`src/rtl/ttt_game_ctrl.sv`:
```
// ttt_game_ctrl -- N x N tic-tac-toe game controller.
//
// Tracks a one-hot cursor, the X and O occupancy masks, whose turn it is and
// the game state (PLAY -> CHECK -> PLAY/WIN/DRAW). A placement is accepted
// only on an empty cell. The move is judged during a single CHECK cycle, so
// the result shows on game_state two cycles after the accepting enter.
//
// Configuration macro:
//   TTT_WRAP_EN  defined   : cursor moves past an edge wrap to the opposite
//                            edge of the same row/column.
//                undefined : cursor moves past an edge are ignored (clamp).
//
// Ports:
//   clk          in   single clock, rising edge
//   reset        in   synchronous, active-high reset
//   w, s, a, d   in   cursor up / down / left / right (level-sampled)
//   enter        in   place mark, or start a new game after WIN/DRAW
//   cursor_pos   out  one-hot cursor cell, index = row*N + col
//   board_x      out  cells held by X
//   board_o      out  cells held by O
//   turn         out  player to move (0 = X, 1 = O)
//   game_state   out  00 PLAY, 01 CHECK, 10 WIN, 11 DRAW
//   winner       out  winning player in WIN, 0 otherwise
//   move_count   out  number of marks placed
//   illegal      out  one-cycle pulse when enter hits an occupied cell
//   draw_trigger out  one-cycle redraw request after any visible change
module ttt_game_ctrl #(
  parameter int N = 3
) (
  input  logic                         clk,
  input  logic                         reset,
  input  logic                         w,
  input  logic                         s,
  input  logic                         a,
  input  logic                         d,
  input  logic                         enter,
  output logic [N*N-1:0]               cursor_pos,
  output logic [N*N-1:0]               board_x,
  output logic [N*N-1:0]               board_o,
  output logic                         turn,
  output logic [1:0]                   game_state,
  output logic                         winner,
  output logic [$clog2(N*N+1)-1:0]     move_count,
  output logic                         illegal,
  output logic                         draw_trigger
);

  localparam int CELLS = N * N;
  localparam int RW    = $clog2(N);
  localparam int MCW   = $clog2(N * N + 1);
  localparam logic [RW-1:0] LAST = RW'(N - 1);

  typedef enum logic [1:0] {
    ST_PLAY  = 2'b00,
    ST_CHECK = 2'b01,
    ST_WIN   = 2'b10,
    ST_DRAW  = 2'b11
  } state_t;

  state_t            state_q, state_n;
  logic [RW-1:0]     row_q, col_q, row_n, col_n;
  logic [CELLS-1:0]  cursor_n, bx_n, bo_n;
  logic              turn_n, winner_n, illegal_n, changed;
  logic [MCW-1:0]    mc_n;

  // Step towards row/col 0; at the edge either wrap or hold.
  function automatic logic [RW-1:0] step_dec(input logic [RW-1:0] v);
`ifdef TTT_WRAP_EN
    return (v == '0) ? LAST : v - 1'b1;
`else
    return (v == '0) ? v : v - 1'b1;
`endif
  endfunction

  // Step towards row/col N-1; at the edge either wrap or hold.
  function automatic logic [RW-1:0] step_inc(input logic [RW-1:0] v);
`ifdef TTT_WRAP_EN
    return (v == LAST) ? '0 : v + 1'b1;
`else
    return (v == LAST) ? v : v + 1'b1;
`endif
  endfunction

  function automatic logic [CELLS-1:0] onehot(input logic [RW-1:0] r,
                                              input logic [RW-1:0] c);
    logic [CELLS-1:0] v;
    v = '0;
    for (int i = 0; i < N; i++) begin
      for (int j = 0; j < N; j++) begin
        v[i*N+j] = (r == RW'(i)) && (c == RW'(j));
      end
    end
    return v;
  endfunction

  // True when the mask holds any complete row, column or diagonal.
  function automatic logic has_line(input logic [CELLS-1:0] b);
    logic hit, r_all, c_all, d_all, a_all;
    hit   = 1'b0;
    d_all = 1'b1;
    a_all = 1'b1;
    for (int i = 0; i < N; i++) begin
      r_all = 1'b1;
      c_all = 1'b1;
      for (int j = 0; j < N; j++) begin
        r_all = r_all & b[i*N+j];
        c_all = c_all & b[j*N+i];
      end
      hit   = hit | r_all | c_all;
      d_all = d_all & b[i*N+i];
      a_all = a_all & b[i*N+(N-1-i)];
    end
    return hit | d_all | a_all;
  endfunction

  always_comb begin
    state_n   = state_q;
    row_n     = row_q;
    col_n     = col_q;
    bx_n      = board_x;
    bo_n      = board_o;
    turn_n    = turn;
    winner_n  = winner;
    mc_n      = move_count;
    illegal_n = 1'b0;

    case (state_q)
      ST_PLAY: begin
        if (w)      row_n = step_dec(row_q);
        else if (s) row_n = step_inc(row_q);
        else if (a) col_n = step_dec(col_q);
        else if (d) col_n = step_inc(col_q);

        // Placement uses the cursor as it stood before this cycle's move.
        if (enter) begin
          if (|(cursor_pos & (board_x | board_o))) begin
            illegal_n = 1'b1;
          end else begin
            if (turn) bo_n = board_o | cursor_pos;
            else      bx_n = board_x | cursor_pos;
            mc_n    = move_count + 1'b1;
            state_n = ST_CHECK;
          end
        end
      end

      ST_CHECK: begin
        // A line on the final mark beats a full board.
        if (has_line(turn ? board_o : board_x)) begin
          state_n  = ST_WIN;
          winner_n = turn;
        end else if (move_count == MCW'(CELLS)) begin
          state_n = ST_DRAW;
        end else begin
          state_n = ST_PLAY;
          turn_n  = ~turn;
        end
      end

      default: begin
        if (enter) begin
          state_n  = ST_PLAY;
          row_n    = '0;
          col_n    = '0;
          bx_n     = '0;
          bo_n     = '0;
          turn_n   = 1'b0;
          winner_n = 1'b0;
          mc_n     = '0;
        end
      end
    endcase

    cursor_n = onehot(row_n, col_n);
    changed  = (cursor_n != cursor_pos) || (bx_n != board_x) ||
               (bo_n != board_o) || (state_n != state_q);
  end

  always_ff @(posedge clk) begin
    if (reset) begin
      state_q      <= ST_PLAY;
      row_q        <= '0;
      col_q        <= '0;
      cursor_pos   <= CELLS'(1);
      board_x      <= '0;
      board_o      <= '0;
      turn         <= 1'b0;
      winner       <= 1'b0;
      move_count   <= '0;
      illegal      <= 1'b0;
      draw_trigger <= 1'b1;
    end else begin
      state_q      <= state_n;
      row_q        <= row_n;
      col_q        <= col_n;
      cursor_pos   <= cursor_n;
      board_x      <= bx_n;
      board_o      <= bo_n;
      turn         <= turn_n;
      winner       <= winner_n;
      move_count   <= mc_n;
      illegal      <= illegal_n;
      draw_trigger <= changed;
    end
  end

  assign game_state = state_q;

endmodule

```
`config.mk`:
```
export PLATFORM = sky130hd
export DESIGN_NAME = ttt_game_ctrl
export DESIGN_NICKNAME = d
export VERILOG_FILES = /design/src/rtl/ttt_game_ctrl.sv
export SDC_FILE = /design/constraint.sdc
export NUM_CORES = 1
export LEC_CHECK = 0
export BUFFER_PORTS_ARGS = -buffer_cell sky130_fd_sc_hd__clkbuf_2
export CAP_MARGIN = 10
export CORE_UTILIZATION = 54
export CTS_CLUSTER_DIAMETER = 120
export DETAILED_ROUTE_END_ITERATION = 8
export HOLD_SLACK_MARGIN = 0.15
export PLACE_DENSITY = 0.79
export SYNTH_ARGS = -nofsm -noshare
export SYNTH_HDL_FRONTEND = slang
export SYNTH_SLANG_ARGS = --single-unit
```
`constraint.sdc`:
```
create_clock -name clk -period 2.6 [get_ports clk]
set_input_delay 0.39 -clock clk [delete_from_list [all_inputs] [get_ports clk]]
set_output_delay 0.39 -clock clk [all_outputs]
set_load 0.1 [all_outputs]
```
==> results.py <==
metrics = {
    "critical_path": {
        "reg2reg_slack_ns": 0.04,
        "worst_ep_required_time_ns": 2.78,
        "cp-startpoint": "col_q[0]$_SDFF_PP0_",
        "reg2regPathDepth": 8,
        "criticalPathCategory": "register to register",
        "start_kind": "register",
        "max_stage_delay_ns": 0.50,
        "endpoint": "draw_trigger$_SDFF_PP1_",
        "r2r_start": "col_q[0]$_SDFF_PP0_",
        "crit_arrival_ns": 2.75,
        "r2r-end": "draw_trigger$_SDFF_PP1_",
        "slowest_stage": "or4b_1",
        "cp-end-kind": "register",
        "cp_cell_sequence": "inv_2 -> ha_1 -> or3b_4 -> a32oi_2 -> o32ai_4 -> nand2b_4 -> or4b_1 -> a311o_1",
        "path_max_fanout": 5,
    },
    "yosys": {
        "avgSynthCellArea_sq_um": 8.20,
        "synthesis.area_sq_um": 2110,
        "yosysMostFrequentCell": "dfxtp_1",
        "syn_inst": 257,
        "ys_top_cells_by_area": "dfxtp_1 39%, nor2_1 7.1%, a21oi_1 5.0%, ha_1 4.8%, a22oi_1 3.6%",
        "yosysSeqAreaShare_pct": 39.0,
        "netlist_top_cells_count": "41 x dfxtp_1, 40 x nor2_1, 21 x a21oi_1",
        "synth-async-reset-ratio_pct": 0,
        "synth_top_family_by_area": "simple AND/OR/NAND/NOR gates",
        "synth.distinct_cells": 54,
        "ys.flop_type": "dfxtp_1",
        "synth_top_area_share_pct": 39.0,
        "synth_xor_area_share_pct": 1.25,
        "syn-num-nets": 272,
        "synthSimpleGateAreaFrac_pct": 26.0,
        "ys_ff_latch": 41,
        "synth_compound_area_share_pct": 24.6,
        "yosys.area.top_type": "dfxtp_1",
        "ys_warn_count": 0,
        "synth_edf_count": 0,
        "synthMuxAreaShare_pct": 0,
        "synth_fa_ha_area_share_pct": 4.75,
    },
    "timing": {
        "hold_viol": 0,
        "setup_tns_ns": 0,
        "fmax_mhz": 390,
        "finalClockSkew_ns": 0.00827,
        "period_share_pct": 98.6,
        "worst_slack_ns": 0.0356,
        "min_period_ns": 2.56,
        "slew_viol_final": 0,
        "worstMarginPinSlew_ns": 0.557,
        "relSlewSlack_pct": 62.6,
        "finalSetupViolCount": 0,
    },
    "global_route": {
        "antenna_found_initial": 0,
        "grt_max_degree": 24,
        "grt_first_pass_wirelength_mm": 9.46,
        "grt_pass1_vias": 1960,
        "gr-total-overflow": 0,
        "grtUsageTotal_pct": 29.6,
    },
    "die": {
        "die-area_sq_um": 4160,
        "die_w_microns": 64.5,
        "fp.dieH_microns": 64.5,
        "io_pins": 44,
        "start_util_pct": 57.1,
        "coreArea_sq_um": 3690,
        "rows": 22,
    },
    "clock_tree": {
        "clock_latency_ns": 0.30,
        "hold_buffers": 0,
        "clock-sinks": 41,
        "clock_path_buffers": 2,
        "numCtsBuffers": 5,
        "cts_tree": "yes",
        "clkTransAtPathRegs_ns": 0.08,
        "h-tree-depth": 2,
        "root_buffer": "clkbuf_8",
    },
    "status": {
        "status": "finished clean",
    },
    "detailed_routing": {
        "drc_errors": 0,
        "firstDrtPassIters": 5,
        "wire_per_inst_microns": 16.0,
        "drt_iter0_markers": 221,
        "drtAntennaViolNets": 0,
        "drt_wl_total_mm": 5.79,
        "via_count": 2214,
        "vias_per_cell": 6.10,
    },
    "layout": {
        "syn_to_final_growth_pct": 23.0,
        "n_antenna_cell": 0,
        "nets": 329,
        "drive_above_1_share_pct": 26.0,
    },
    "pwr": {
        "vdd_drop_max_uv": 443,
        "p_leak_nw": 1.06,
        "power_density_nw_per_um2": 562,
    },
    "run": {
        "cap_violations": 0,
    },
    "placed_design": {
        "io_buffers": 43,
        "dp_hpwl_mm": 4.10,
        "gp_congestion": 0.945,
        "place_ws_ns": 0.0346,
    },
    "min_path": {
        "hp-class": "input port to register",
    },
}
-- per-layer routing --
layer / vias to the layer above / track usage, % / wire length, microns
met5: - / 0 / 0
met4: 0 / 10.3 / 105
met3: 17 / 5.63 / 490
met2: 113 / 45.7 / 2660
met1: 1027 / 41.1 / 2540
li1: 1057 / - / -
-- power by group --
group	internal, mW	switching, mW
clock	0.189	0.225
combinational	0.0941	0.269
sequential	0.650	0.0298
-- critical path, delay by kind of cell, from the launching register on --
kind                     cells  cell delay (ns)
flip-flops                   1             0.34
AO/OA/AOI/OAI                3             0.78
adder cells (fa/ha/maj)      1             0.19
AND/OR/NAND/NOR              3             1.08
buffers and inverters        1             0.06
-- area by class of cell --
class                           instances  area [sq um]
Inverter                               14          52.6
Multi-Input combinational cell        194          1230
Clock inverter                          2          15.0
Timing Repair Buffer                   58           332
Fill cell                             329          1100
Clock buffer                            6          72.6
Sequential cell                        41           825
Tap cell                               48          60.1
-- logic make-up (layout without fill, tap and decap cells) --
family,after synthesis,in the layout
flops,41,41
buf+inv,22,80
xor+xnor,3,3
fa+ha+maj,8,8
compound gates,76,76
simple gates,107,107
-- flip-flops by register name, summed over array words and instances, names as in the netlist --
register	count
winner	1
turn	1
move_count	4
row_q	2
game_state	2
draw_trigger	1
illegal	1
board_o	9
board_x	9
col_q	2
cursor_pos	9
-- layout by cell type, fill, tap and decap left out, types with 2 or more instances in the layout --
master,instances
o211ai_1,2
nor2_1,40
buf_4,14
ha_1,8
nand3b_1,4
nor2b_1,5
nand2_1,16
clkinvlp_4,2
clkbuf_2,43
a31oi_1,3
a21o_1,2
clkbuf_8,5
nor3_1,10
nand2b_1,3
dfxtp_2,3
nand3_1,6
xor2_1,2
a311o_1,3
nand4_1,6
a222oi_1,3
inv_1,13
nand2_2,2
or4b_1,2
nand4b_1,2
a21oi_1,21
dfxtp_1,38
and2_1,2
a22oi_1,10
o21ai_0,13
-- stage by stage --
stage | std cells | util (%) | instance area, sq um | power, mW | hold slack, ns
floorplan | 257 | - | 2110 | 0.959 | 0.467
global placement | 353 | 66.2 | 2440 | 1.03 | 0.521
detailed placement | 353 | 66.2 | 2440 | 1.04 | 0.530
CTS | 361 | 68.6 | 2530 | 1.44 | 0.364
global route | 363 | 70.3 | 2590 | 1.52 | 0.397
finish | 363 | 70.3 | 2590 | 1.46 | 0.368
-- worst min-delay path by stage --
stage | cells after the start | start | endpoint
final | 3 | enter | illegal$_SDFF_PP0_
after CTS | 3 | enter | illegal$_SDFF_PP0_
after detailed placement | 2 | board_o[8]$_SDFF_PP0_ | board_o[8]$_SDFF_PP0_
after global routing | 3 | enter | illegal$_SDFF_PP0_
after global placement | 2 | board_o[8]$_SDFF_PP0_ | board_o[8]$_SDFF_PP0_
after floorplan | 1 | reset | illegal$_SDFF_PP0_
-- timing repair --
item                                    CTS  global route
buffers inserted                          0             2
endpoints found under the setup margin    0             1
gates resized for setup                   0            10
(Power assumes the default switching activity.)
